**src/rtl/wb_trace_pkg.sv**
```systemverilog
// Shared types for the writeback trace buffer: entry layout, FSM states, defaults.
// Pure declarations, no logic; no flow control of its own.
// Used by wb_trace_fifo consumers and wb_trace_buffer.
package wb_trace_pkg;

  localparam int REG_W   = 5;
  localparam int DATA_W  = 32;
  localparam int PC_W    = 32;
  localparam int ENTRY_W = REG_W + DATA_W + PC_W;

  localparam int DEFAULT_DEPTH = 16;
  localparam int DEFAULT_HOLD  = 100000000;

  typedef enum logic [1:0] {
    IDLE = 2'd0,
    LOAD = 2'd1,
    SHOW = 2'd2
  } traceState_t;

  typedef struct packed {
    logic [REG_W-1:0]  regNum;
    logic [DATA_W-1:0] data;
    logic [PC_W-1:0]   pc;
  } traceEntry_t;

endpackage

```
**src/rtl/wb_trace_fifo.sv**
```systemverilog
// Generic synchronous FIFO, registered storage with combinational head read.
// Latency: a push is visible at the head one cycle later; pop-when-empty is ignored.
// Backpressure: push-when-full is ignored unless a pop happens the same cycle.
module wb_trace_fifo #(
  parameter int WIDTH = 8,
  parameter int DEPTH = 16
) (
  input  logic                     clk,
  input  logic                     rst,
  input  logic                     push,
  input  logic                     pop,
  input  logic [WIDTH-1:0]         wrData,
  output logic [WIDTH-1:0]         rdData,
  output logic                     full,
  output logic                     empty,
  output logic [$clog2(DEPTH):0]   count
);

  localparam int AW = $clog2(DEPTH);

  logic [WIDTH-1:0] mem [DEPTH];
  logic [AW-1:0]    headPtr;
  logic [AW-1:0]    tailPtr;
  logic             doPush;
  logic             doPop;

  assign full   = (count == (AW+1)'(DEPTH));
  assign empty  = (count == '0);
  assign doPop  = pop && !empty;
  assign doPush = push && (!full || doPop);
  assign rdData = mem[headPtr];

  // DEPTH is a power of two, so the pointers wrap naturally.
  always_ff @(posedge clk) begin
    if (rst) begin
      headPtr <= '0;
      tailPtr <= '0;
      count   <= '0;
    end else begin
      if (doPush) tailPtr <= tailPtr + 1'b1;
      if (doPop)  headPtr <= headPtr + 1'b1;
      case ({doPush, doPop})
        2'b10:   count <= count + 1'b1;
        2'b01:   count <= count - 1'b1;
        default: count <= count;
      endcase
    end
  end

  always_ff @(posedge clk) begin
    if (doPush) mem[tailPtr] <= wrData;
  end

endmodule

```
**src/rtl/wb_trace_buffer.sv**
```systemverilog
// Captures WB-stage writebacks into a FIFO and paces them onto a held display bus.
// Latency: push to display in 2 edges from idle; advance to new entry in 2 edges.
// Backpressure: none upstream; pushes into a full FIFO are dropped (WB_TRACE_DROP_CNT_EN counts them).
module wb_trace_buffer
  import wb_trace_pkg::*;
#(
  parameter int DEPTH = DEFAULT_DEPTH,
  parameter int HOLD  = DEFAULT_HOLD
) (
  input  logic                       clk,
  input  logic                       rst,
  input  logic                       wb_valid,
  input  logic [REG_W-1:0]           wb_reg,
  input  logic [DATA_W-1:0]          wb_data,
  input  logic [PC_W-1:0]            wb_pc,
  input  logic                       auto_mode,
  input  logic                       step,
  output logic                       disp_valid,
  output logic [REG_W-1:0]           disp_reg,
  output logic [DATA_W-1:0]          disp_data,
  output logic [PC_W-1:0]            disp_pc,
  output logic [$clog2(DEPTH):0]     count,
  output logic                       overflow,
  output logic [7:0]                 drop_cnt
);

  localparam int HOLD_W = (HOLD > 1) ? $clog2(HOLD) : 1;

  traceState_t         state;
  traceEntry_t         wbEntry;
  traceEntry_t         headEntry;
  traceEntry_t         dispEntry;
  logic [ENTRY_W-1:0]  headRaw;
  logic                fifoFull;
  logic                fifoEmpty;
  logic                popReq;
  logic                drop;
  logic                advance;
  logic                dispValid;
  logic [HOLD_W-1:0]   holdCnt;

  assign wbEntry = '{regNum: wb_reg, data: wb_data, pc: wb_pc};
  assign headEntry = headRaw;

  assign popReq  = (state == LOAD);
  // A pop in the same cycle frees the slot, so a push into a full FIFO survives.
  assign drop    = wb_valid && fifoFull && !popReq;
  assign advance = step || (auto_mode && (holdCnt == '0));

  wb_trace_fifo #(
    .WIDTH (ENTRY_W),
    .DEPTH (DEPTH)
  ) u_fifo (
    .clk    (clk),
    .rst    (rst),
    .push   (wb_valid),
    .pop    (popReq),
    .wrData (wbEntry),
    .rdData (headRaw),
    .full   (fifoFull),
    .empty  (fifoEmpty),
    .count  (count)
  );

  always_ff @(posedge clk) begin
    if (rst) begin
      state     <= IDLE;
      dispEntry <= '0;
      dispValid <= 1'b0;
      holdCnt   <= '0;
    end else begin
      case (state)
        IDLE: begin
          if (!fifoEmpty) state <= LOAD;
        end
        LOAD: begin
          dispEntry <= headEntry;
          dispValid <= 1'b1;
          holdCnt   <= HOLD_W'(HOLD - 1);
          state     <= SHOW;
        end
        SHOW: begin
          if (holdCnt != '0) holdCnt <= holdCnt - 1'b1;
          // With nothing buffered the request is dropped and the last entry stays up.
          if (advance && !fifoEmpty) state <= LOAD;
        end
        default: state <= IDLE;
      endcase
    end
  end

  always_ff @(posedge clk) begin
    if (rst) overflow <= 1'b0;
    else if (drop) overflow <= 1'b1;
  end

`ifdef WB_TRACE_DROP_CNT_EN
  logic [7:0] dropCnt;

  always_ff @(posedge clk) begin
    if (rst) dropCnt <= 8'd0;
    else if (drop && (dropCnt != 8'hFF)) dropCnt <= dropCnt + 1'b1;
  end

  assign drop_cnt = dropCnt;
`else
  assign drop_cnt = 8'd0;
`endif

  assign disp_valid = dispValid;
  assign disp_reg   = dispEntry.regNum;
  assign disp_data  = dispEntry.data;
  assign disp_pc    = dispEntry.pc;

endmodule

```
**config.mk**
```make
export PLATFORM = sky130hd
export DESIGN_NAME = wb_trace_buffer
export DESIGN_NICKNAME = d
export VERILOG_FILES = /design/src/rtl/wb_trace_pkg.sv /design/src/rtl/wb_trace_fifo.sv /design/src/rtl/wb_trace_buffer.sv
export SDC_FILE = /design/constraint.sdc
export NUM_CORES = 1
export LEC_CHECK = 0
export ABC_AREA = 1
export BUFFER_PORTS_ARGS = -buffer_cell sky130_fd_sc_hd__buf_2
export CORE_MARGIN = 2
export CORE_UTILIZATION = 30
export CTS_CLUSTER_SIZE = 28
export DETAILED_ROUTE_END_ITERATION = 6
export PLACE_DENSITY_LB_ADDON = 0.1
export SLEW_MARGIN = 20
export SYNTH_ARGS = -nofsm -noshare
export SYNTH_HDL_FRONTEND = slang
export SYNTH_HIERARCHICAL = 1
export SYNTH_SLANG_ARGS = --single-unit
```
**constraint.sdc**
```tcl
create_clock -name clk -period 6.9 [get_ports clk]
set_clock_uncertainty 0.1 [all_clocks]
set_input_delay 1.38 -clock clk [delete_from_list [all_inputs] [get_ports clk]]
set_output_delay 1.38 -clock clk [all_outputs]
set_load 0.01 [all_outputs]
```
# Yosys cells after proc, flatten, opt, wreduce, memory -nomap -nowiden
# Memory sizes are Yosys's and may differ from the RTL's. A register that Yosys moved wholly into a read port is not among the register bits.
# Cells that the tools add are included.
totals:
  regBits: 44
  output_inout_bits: 84
  in_bits: 74
  ram_bits: 1104
  word_cells: 48
  n_memories: 1
classes:
  n_eq_ne: 8
  n_addsub: 5
  n_reduce_logical: 19
  mux: 8
mem_list:
  columns: ["name", "words", "width", "rd", "rd_ports_with_merged_regs", "wr", "line", "source"]
  rows:
  - ["u_fifo.mem", 16, 69, 1, 1, 1, "wb_trace_fifo.sv:21", "logic [WIDTH-1:0] mem [DEPTH];"]
ops:
  columns: ["op", "n"]
  rows:
  - ["$pmux 27 s2", 1]
  - ["$logic_not 27->1", 1]
  - ["$mux 27", 1]
  - ["$reduce_bool 27->1", 1]
  - ["$sub 27x1->27 const B", 1]
  - ["$pmux 5 s2", 1]
  - ["$add 4x1->4 const B", 2]
  - ["$logic_and 1x1->1", 6]
  - ["$ne 2x2->1 const B", 3]
  - ["$pmux 2 s3", 1]
  - ["$add 5x1->5 const B", 1]
  - ["$eq 5x5->1 const B", 1]
  - ["$logic_not 5->1", 1]
  - ["$sub 5x1->5 const B", 1]
  - ["$eq 2x1->1 const B", 2]
  - ["$eq 2x2->1 const B", 2]
  - ["$mux 2", 2]
  - ["$reduce_and 2->1", 2]
  - ["$reduce_bool 2->1", 2]
  - ["$logic_not 1->1", 3]
  - ["$logic_not 2->1", 1]
  - ["$logic_or 1x1->1", 2]
  - ["$mux 1", 2]

# Logic depth before layout (Yosys ltp)
# Gate-level depths: netlist of run 1.
logic_depth:
  ltp_word: 7
  depth_mapped: 15
  ltp_nobuf: 13

# Modules after synthesis
# The synthesis of run 1 kept the hierarchy.
by_module_without_submodules:
  columns: ["module", "cells_per_inst", "n_inst", "area_each_um2", "seq_area_each_um2"]
  rows:
  - ["wb_trace_fifo", 3610, 1, 46223.1, 33492.1]
  - ["wb_trace_buffer", 621, 1, 4345.4, 2001.9]

# Worst setup path before layout of run 1
# Ideal clock, no wire load.
synth_timing:
  kind: "in2reg"
  start: "input port wb_valid"
  end: "memory u_fifo/mem[11][0] in the netlist's numbering, enable pin"
  required_ns: 6.303
  path_stages: 4
  setup_slack_ns: 1.605
  setup_ns: 0.497
  arrival_ns: 4.698
  path_buffers: 0
  cell_sequence: "inv_1 nor2_1 nand2_1 nor2_1"
synth_between:
  elab_chain_len: 3
synth_rtl:
  columns: ["item", "line", "source"]
  rows:
  - ["from (decl)", "wb_trace_buffer.sv:12", "input logic wb_valid,"]
  - ["$logic_and 1x1->1", "wb_trace_fifo.sv:30", "assign doPush = push && (!full || doPop);"]
  - ["$mux 1", "wb_trace_fifo.sv:51", "if (doPush) mem[tailPtr] <= wrData;"]
  - ["$mux 1 (not written as such)", "wb_trace_fifo.sv:51", null]
  - ["to (decl)", "wb_trace_fifo.sv:21", null]
# No other way between the ends.

# Worst setup path in the final report of run 1
layout_timing:
  start: "input port wb_valid"
  end: "memory u_fifo/mem[9][18] in the netlist's numbering, enable pin"
# Same word-level chain as after synthesis.

==> results of run 1 <==
-- synth_stat cells (all sizes together) --
master and instances:
nand4 7, nand2 441, o21bai 1, inv 604, o21ai 370, o211ai 276, a21oi 304, nor3 1
ha 9, xnor2 2, nor2 236, xor2 11, buf 130, dfxtp 117, conb 1, clkbuf 142
edfxtp 1104, a31oi 1, nand3 468, fa 1, nand3b 2, or2 2, clkinv 1
-- per-stage QoR --
| stage | power, W | hold slack, ps | setup slack [ps] | utilization (%) | cells |
|---|---|---|---|---|---|
| 2_1_floorplan | 0.0129 | 339 | 1610 | - | 4238 |
| 3_3_place_gp | 0.0145 | 353 | 2150 | 32.0 | 6376 |
| 3_5_place_dp | 0.0145 | 357 | 2350 | 32.0 | 6378 |
| 4_1_cts | 0.0222 | 364 | 3190 | 34.8 | 6649 |
| 5_1_grt | 0.0231 | 393 | 3120 | 34.8 | 6649 |
| 6_report | 0.0218 | 361 | 3300 | 34.8 | 6650 |
-- final cells by class --
type	count	area [µm²]
fillers	16511	109000
flip-flops and latches	1221	35500
multi-input cells	2140	11500
clock buffers	211	4230
well taps	2204	2760
inverters	605	2290
repair buffers	208	1390
clock inverters	60	499
diodes	1	2.50
-- worst max-delay path: stages --
cell and delay, ps:
sky130_fd_sc_hd__buf_2 130, sky130_fd_sc_hd__inv_1 80, sky130_fd_sc_hd__nor2_1 460, sky130_fd_sc_hd__nand2_1 390
sky130_fd_sc_hd__nor2_4 800, sky130_fd_sc_hd__buf_4 600
-- per-layer routing --
metal	part of all wire (%)	global-route usage [%]
met5	0.0094	0
met2	49	27.1
met4	1.7	3.99
met3	3.0	2.30
met1	46	21.6
-- worst min-delay path by stage --
| stage | slack (ps) | cells after the start | endpoint | start |
|---|---|---|---|---|
| finish | 360 | 2 | holdCnt[26] | holdCnt[26] |
| global route | 390 | 2 | holdCnt[26] | holdCnt[26] |
| CTS | 360 | 2 | holdCnt[26] | holdCnt[26] |
| detailed placement | 360 | 2 | holdCnt[26] | holdCnt[26] |
| global placement | 350 | 2 | disp_valid | disp_valid |
| floorplan | 340 | 2 | holdCnt[26] | holdCnt[26] |
-- report_power, final --
part / switching, W / internal [W]
registers: 0.000300 / 0.00848
logic: 0.00373 / 0.00169
clock network: 0.00310 / 0.00446
-- kinds of logic after synthesis --
group / after synthesis
DFF: 1221
buffers and inverters: 877
adders and majority gates: 10
other: 1
AOI/OAI and AO/OA: 952
xor gates and xnor gates: 13
and+or+nand+nor: 1157
-- layout by cell type (no fill, tap or decap), drive strengths merged, types with 2 or more instances in the layout --
cell type / Yosys / layout
buf: 130 / 208
bufinv: 0 / 5
or2: 2 / 2
clkbuf: 142 / 211
nand3b: 2 / 2
ha: 9 / 9
nor2: 236 / 236
o21ai: 370 / 370
inv: 604 / 608
o211ai: 276 / 276
a21oi: 304 / 304
clkinv: 1 / 50
xnor2: 2 / 2
nand2: 441 / 441
edfxtp: 1104 / 1104
clkinvlp: 0 / 2
conb: 1 / 8
nand3: 468 / 468
nand4: 7 / 7
dfxtp: 117 / 117
xor2: 11 / 11
==> metrics list, run 1 <==
- DP HPWL: 75.0 mm
* Worst relative slew slack: 28.3%
* Wire length of the first global-routing pass: between 200 and 250 mm
- In this run the worst path has a maximum fanout of 26.
- Adding up every negative setup slack in the final design gives 0 ps.
- Arr. time, crit path: 3880 ps
- The run finished with clean final reports.
- Max Cap Violations: 0
- Number of detailed-routing iterations run before antenna repair: 5
* Post-synthesis average cell area: about 12 µm²
* Remaining antenna violation count: 0
- Global placer's final weighted congestion: ~0.73
- Register bit count reported by yosys: 1,221
* Synth area leaders: sky130_fd_sc_hd__edfxtp_1 66%, sky130_fd_sc_hd__dfxtp_1 4.6%, sky130_fd_sc_hd__nand3_1 4.6%
- Adder-Cell Fraction of Synth Area: 0.262%
* Number of flip-flops in the largest register: ~1,100
- Launching point of the worst reg2reg path: u_fifo/count[3]
* Cell area after layout: 58,200 µm²
* TritonCTS clock tree: built
* Yosys Warn Count: 6
* Setup crit end: u_fifo/mem[9][18]
* CP Capture Type: register
* Horizontal die dimension: 415 µm
* Portion of the post-synthesis area used by sequential elements: between 70% and 80%
- For the finished layout, the period the worst path requires is 3600 ps.
- Combinational family with the most area after synthesis: compound AO/OA/AOI/OAI gates
- Total count of hold-check failures in the final report: 0
- Share of layout cells above drive strength 1: 13.2%
* IO Pins: 158
* Crit Path Class: in -> reg
* Critical R2R Capture: u_fifo/mem[9][18]
- Cell depth of the worst flop-to-flop path: 7
- Number of sinks on the clock net: 1,221
- The core region is 167,000 µm².
- Final count of negative-setup-slack endpoints: 0
* Avg WL per Cell: between 20 and 25 µm
- Residual overflow from global routing: 0
- Clock tree synthesis inserted a total of 148 buffers.
* Later-pin clock latency in the skew report: 770 ps
- Synthesis instantiated 34 different standard cells from the library.
* Total placed instance area: ~53,000 µm²
- The first routing iteration left 2,153 violations.
* Most flop-heavy register: u_fifo/mem
- Xor/xnor cell area share of the yosys netlist: 0.225%
- Launch point of the worst path: wb_valid
- In this run, post-CTS hold repair placed 0 buffers.
* Clock transition at the register clock pins on the worst setup and hold paths after CTS: 50 ps
* Compound-gate portion of the synthesized area: about 12%
- In this run the worst hold path is classified as reg -> reg.
* Via count: between 30,000 and 40,000
- Area share of and/or/nand/nor cells after synthesis: 9.92%
- The tree is rooted in a sky130_fd_sc_hd__clkbuf_16.
* P per Cell Area: 374 nW/µm²
- Derived from the worst setup path, the maximum achievable clock frequency is 278 MHz.
- Total wire length after detailed routing: around 140 mm
* Largest net degree at the start of global routing: 216
* Worst Max-Slew Pin Slew: ~1100 ps
- Post-detailed-route DRC marker count: 0
- The number of global-route vias before repair was between 30,000 and 40,000.
- Die area: 172,000 µm²
* Layout Area Growth over Synthesis: 15.1%
* Average via count per standard cell: roughly 4.6
- Global routing used 16.0% of the available tracks across all layers.
- H-tree levels: 4
* Slew Limit Fails: 0
* Startpoint types: input pin
- Net count of the finished layout: 4,408
* Lkg Pwr: slightly above 20 nW
* Initial antenna violation count: 9
- Worst vdd rail ir drop: 0.000258 V
- Combined area of all synthesized cells: 50,600 µm²
- In this run the biggest area consumer among cell types represents around 66% of the synthesized area.
* Dominant cell type by area after synthesis: sky130_fd_sc_hd__edfxtp_1
- Die Span Y: 415 µm
* Register-to-Register Setup Slack: roughly 3500 ps
- Buffers placed on the I/O ports in this run total 149.
- Mux contribution to synthesized area: 0%
- Post-cts resize count: 0
- The number of setup buffers added after CTS is 0.
- Worst EP required: 7180 ps
- Initial standard-cell utilization of the core: 30.2%
- The clock passes through at most 3 buffers.
- Standard-cell rows: 150
- Crit share post-route: 52.1%
* Cells after Synth: 4,231
- Unrepaired setup endpoints after global routing: false
No activity file was read; power rests on OpenSTA's default activity.
==> run 2, diff against run 1 <==
- clock period: 6.9 -> 3.55 ns (I/O delays scaled with it)
==> run 2 against run 1 <==
Compared with the run above:
- critical path depth up 3
- routed wire length up 6.0%
- final area up 0.89%
- critical endpoint is now disp_pc[3]
- highest routed layer unchanged
==> metrics list, run 2 (synthesized netlist as in run 1, its figures left out) <==
- Outcome: complete, no violations
* Biggest cell delay along the critical path: 850 ps (+50 ps)
- Most used cells in the layout excluding fill and tap cells: 1,104 x sky130_fd_sc_hd__edfxtp_1, 597 x sky130_fd_sc_hd__inv_1, 468 x sky130_fd_sc_hd__nand3_1
- The met3 demand-to-capacity share in global routing came to 2.54% (+0.23 points).
- The total number of vias came to 31,479 (+2.0%).
* Slew Limit Fails: 0 (unchanged)
- The reg2reg setup slack is 960 ps (-2510 ps).
- The count of final hold-check violations is 0 (unchanged).
* Hold Crit Start: wb_valid
* CTS Root Cell: sky130_fd_sc_hd__clkbuf_16
- Remaining antenna violation count: 0 (unchanged)
- The minimum hold slack was 159 ps (-202 ps).
- STA classifies the critical path startpoint as a register.
- The number of cells on the critical path came to 9 (+3).
- Critical R2R Capture: disp_pc[3]
- The routing usage on met1 came to 23.1% (+1.5 points).
- CP Capture Type: register
- Lkg Pwr: 20.9 nW (+1.1%)
* Number of sinks on the clock net: 1,221 (unchanged)
- The worst-case vdd ir drop is 0.000454 V (+76%).
* Cell depth of the worst flop-to-flop path: 9 (+2)
- Setup repair after global routing left no endpoint under its margin.
* Fmax: 387 MHz
- The number of nets in the layout came to 4,462 (+1.2%).
- Vias in the first global route: 30,922 (+0.22%)
* Hold WC Path Type: in -> reg
- Endpoint of the worst hold path: overflow
* Busiest grt layer: met2
* Initial standard-cell utilization of the core: 30.2% (unchanged)
- The final-layout setup total negative slack came to 0 ps (unchanged).
* TritonCTS clock tree: built
- The number of antenna violations at the first check in global routing is 9 (unchanged).
* Critical Path Fanout Max: 74 (+180%)
* Met2 track demand over resource: 28.1% (+1.0 points)
- Die area: 172,000 µm² (unchanged)
* Most common cell after layout, fill and taps aside: sky130_fd_sc_hd__edfxtp_1
- The relative contribution of sequential cells to total power is 40.4% (about the same).
* Hold buffers post-CTS: 0 (unchanged)
- The wire length of the first global-routing pass was 217 mm (+4.4%).
* Horizontal die dimension: 415 µm (unchanged)
* Number of flip-flops in the largest register: 1,104 (unchanged)
- The instance count along the most critical hold path is 3 (+1).
* Number of clock buffers inserted by TritonCTS: 142 (-4.1%)
* Cell Int Power: 0.0282 W (+93%)
* Max Cap Violations: 0 (unchanged)
- Residual overflow from global routing: 0 (unchanged)
- The number of design rule violations left after detail routing came to 0 (unchanged).
- The die boundary height was 415 µm (unchanged).
- The count of cells resized by post-cts repair came to 0 (unchanged).
- The number of placement rows is 150 (unchanged).
- The post-placement cell count was 6,438 (+0.94%).
* Arr. time, crit path: 3180 ps (-700 ps)
- The multi-input gate area in the final layout was 11,500 µm² (unchanged).
- Crit-path cells: buf_12 > buf_12 > buf_4 > o211ai_1 > nand3_1 > nand3_1 > nand2_1 > nor2_1 > nor2_1
* Core Area: 167,000 µm² (unchanged)
- Clock transition at the register clock pins on the worst setup and hold paths after CTS: 60 ps (about the same)
- Final Instance Count excl. Fillers: 6,705 (+0.83%)
* Most flop-heavy register: u_fifo/mem
* Worst Max-Slew Pin Slew: 882 ps (-190 ps)
- The buffer levels on the longest clock path came to 3 (unchanged).
* Worst relative slew slack: 40.6% (+12 points)
- The mean number of vias per cell was 4.69 (+1.1%).
- Worst EP required: 4150 ps (-3030 ps)
* Total wire length after detailed routing: 147 mm (+6.0%)
* Crit Path Class: reg -> reg
* Switching Power: 0.0144 W (+100%)
- The overall routing resource usage was 16.9% (+0.89 points).
* H-tree levels: 4 (unchanged)
* Clock period minus final worst setup slack: between 2000 and 3000 ps
* Layout Area Growth over Synthesis: 16.1%
- The pin count of the biggest net entering global routing was 91 (-58%).
* Cell with the biggest individual delay on the critical path: sky130_fd_sc_hd__dfxtp_4
* IO Port Bufs: 149 (unchanged)
- The total power density per cell area is 724 nW/µm² (+94%).
- Avg WL per Cell: 21.9 µm (+5.1%)
- Final count of negative-setup-slack endpoints: 0 (unchanged)
* Share of layout cells above drive strength 1: 14.0% (+0.78 points)
- Part of the total power dissipated in combinational logic: 26.8% (+1.9 points)
- Number of buffers and inverters on the critical path: 3 (unchanged)
* IO Pins: 158 (unchanged)
- Global placer's final weighted congestion: 0.759 (+3.8%)
- After layout, the worst path uses 72.9% of the clock period.
- The number of fillers in the final layout came to 16,513 (+0.012%).
* Later-pin clock latency in the skew report: 780 ps (about the same)
- Share of total power in the clock network: 32.9% (-1.8 points)
- Sequential standard cell area: 35,500 µm² (unchanged)
- Sw Share: 33.8% (+1.0 points)
- The estimated wirelength of the detail-placed design was 84.1 mm (+12%).
- Number of setup buffers added after CTS: 0 (unchanged)
- Number of violations reported at the end of detailed-routing iteration 0: 2,096 (-2.6%)
- The iteration count of the initial detailed-routing pass was 5 (unchanged).
* Cell family with most CP delay: flip-flops
[run 2: final cells by class]
type,instances,area share [%]
timing repair buffer,268,3.75
antenna,5,0.0213
tap,2204,4.70
clock buffer,211,6.87
clock inverter,51,0.665
multi-input combinational,2140,19.6
inverter,605,3.89
sequential,1221,60.5
[run 2: per-layer routing]
layer  share of wire, %  wire, µm  vias up
li1                   -         -    15164
met1                 46     67900    15619
met2                 48     70700      524
met3                3.5      5180      170
met4                1.9      2840        2
met5             0.0048         7        -
[run 2: worst max path at each step]
stage | startpoint | slack (ps) | to
6_report | register | 960 | disp_pc[3]
5_1_grt | register | 720 | disp_pc[7]
4_1_cts | register | 930 | disp_pc[7]
3_5_place_dp | wb_valid | 900 | u_fifo/mem[9][47]
3_3_place_gp | wb_valid | 880 | u_fifo/mem[11][44]
2_1_floorplan | state[0] | -300 | u_fifo/mem[11][0]
[run 2: worst register-to-register path: cells and delay by family (launching register included)]
kind	cells	cell delay (ps)
buffers and inverters	3	890
DFF	1	850
and+or+nand+nor	5	540
AOI/OAI and AO/OA	1	150
[run 2: per-stage QoR]
step / util (%) / instance area [µm²] / power [W] / worst slack [ps]
2_1_floorplan: - / 50600 / 0.0251 / -298
3_3_place_gp: 32.5 / 54300 / 0.0291 / 882
3_5_place_dp: 32.5 / 54300 / 0.0291 / 897
4_1_cts: 35.1 / 58700 / 0.0433 / 932
5_1_grt: 35.1 / 58700 / 0.0450 / 718
6_report: 35.1 / 58700 / 0.0425 / 963
[run 2: power groups by stage]
stage / combinational, W / clock [W] / sequential [W]
2_1_floorplan: 0.00782 / 0 / 0.0173
3_3_place_gp: 0.0116 / 0 / 0.0175
3_5_place_dp: 0.0116 / 0 / 0.0175
4_1_cts: 0.0116 / 0.0144 / 0.0172
5_1_grt: 0.0128 / 0.0149 / 0.0173
6_report: 0.0114 / 0.0140 / 0.0172
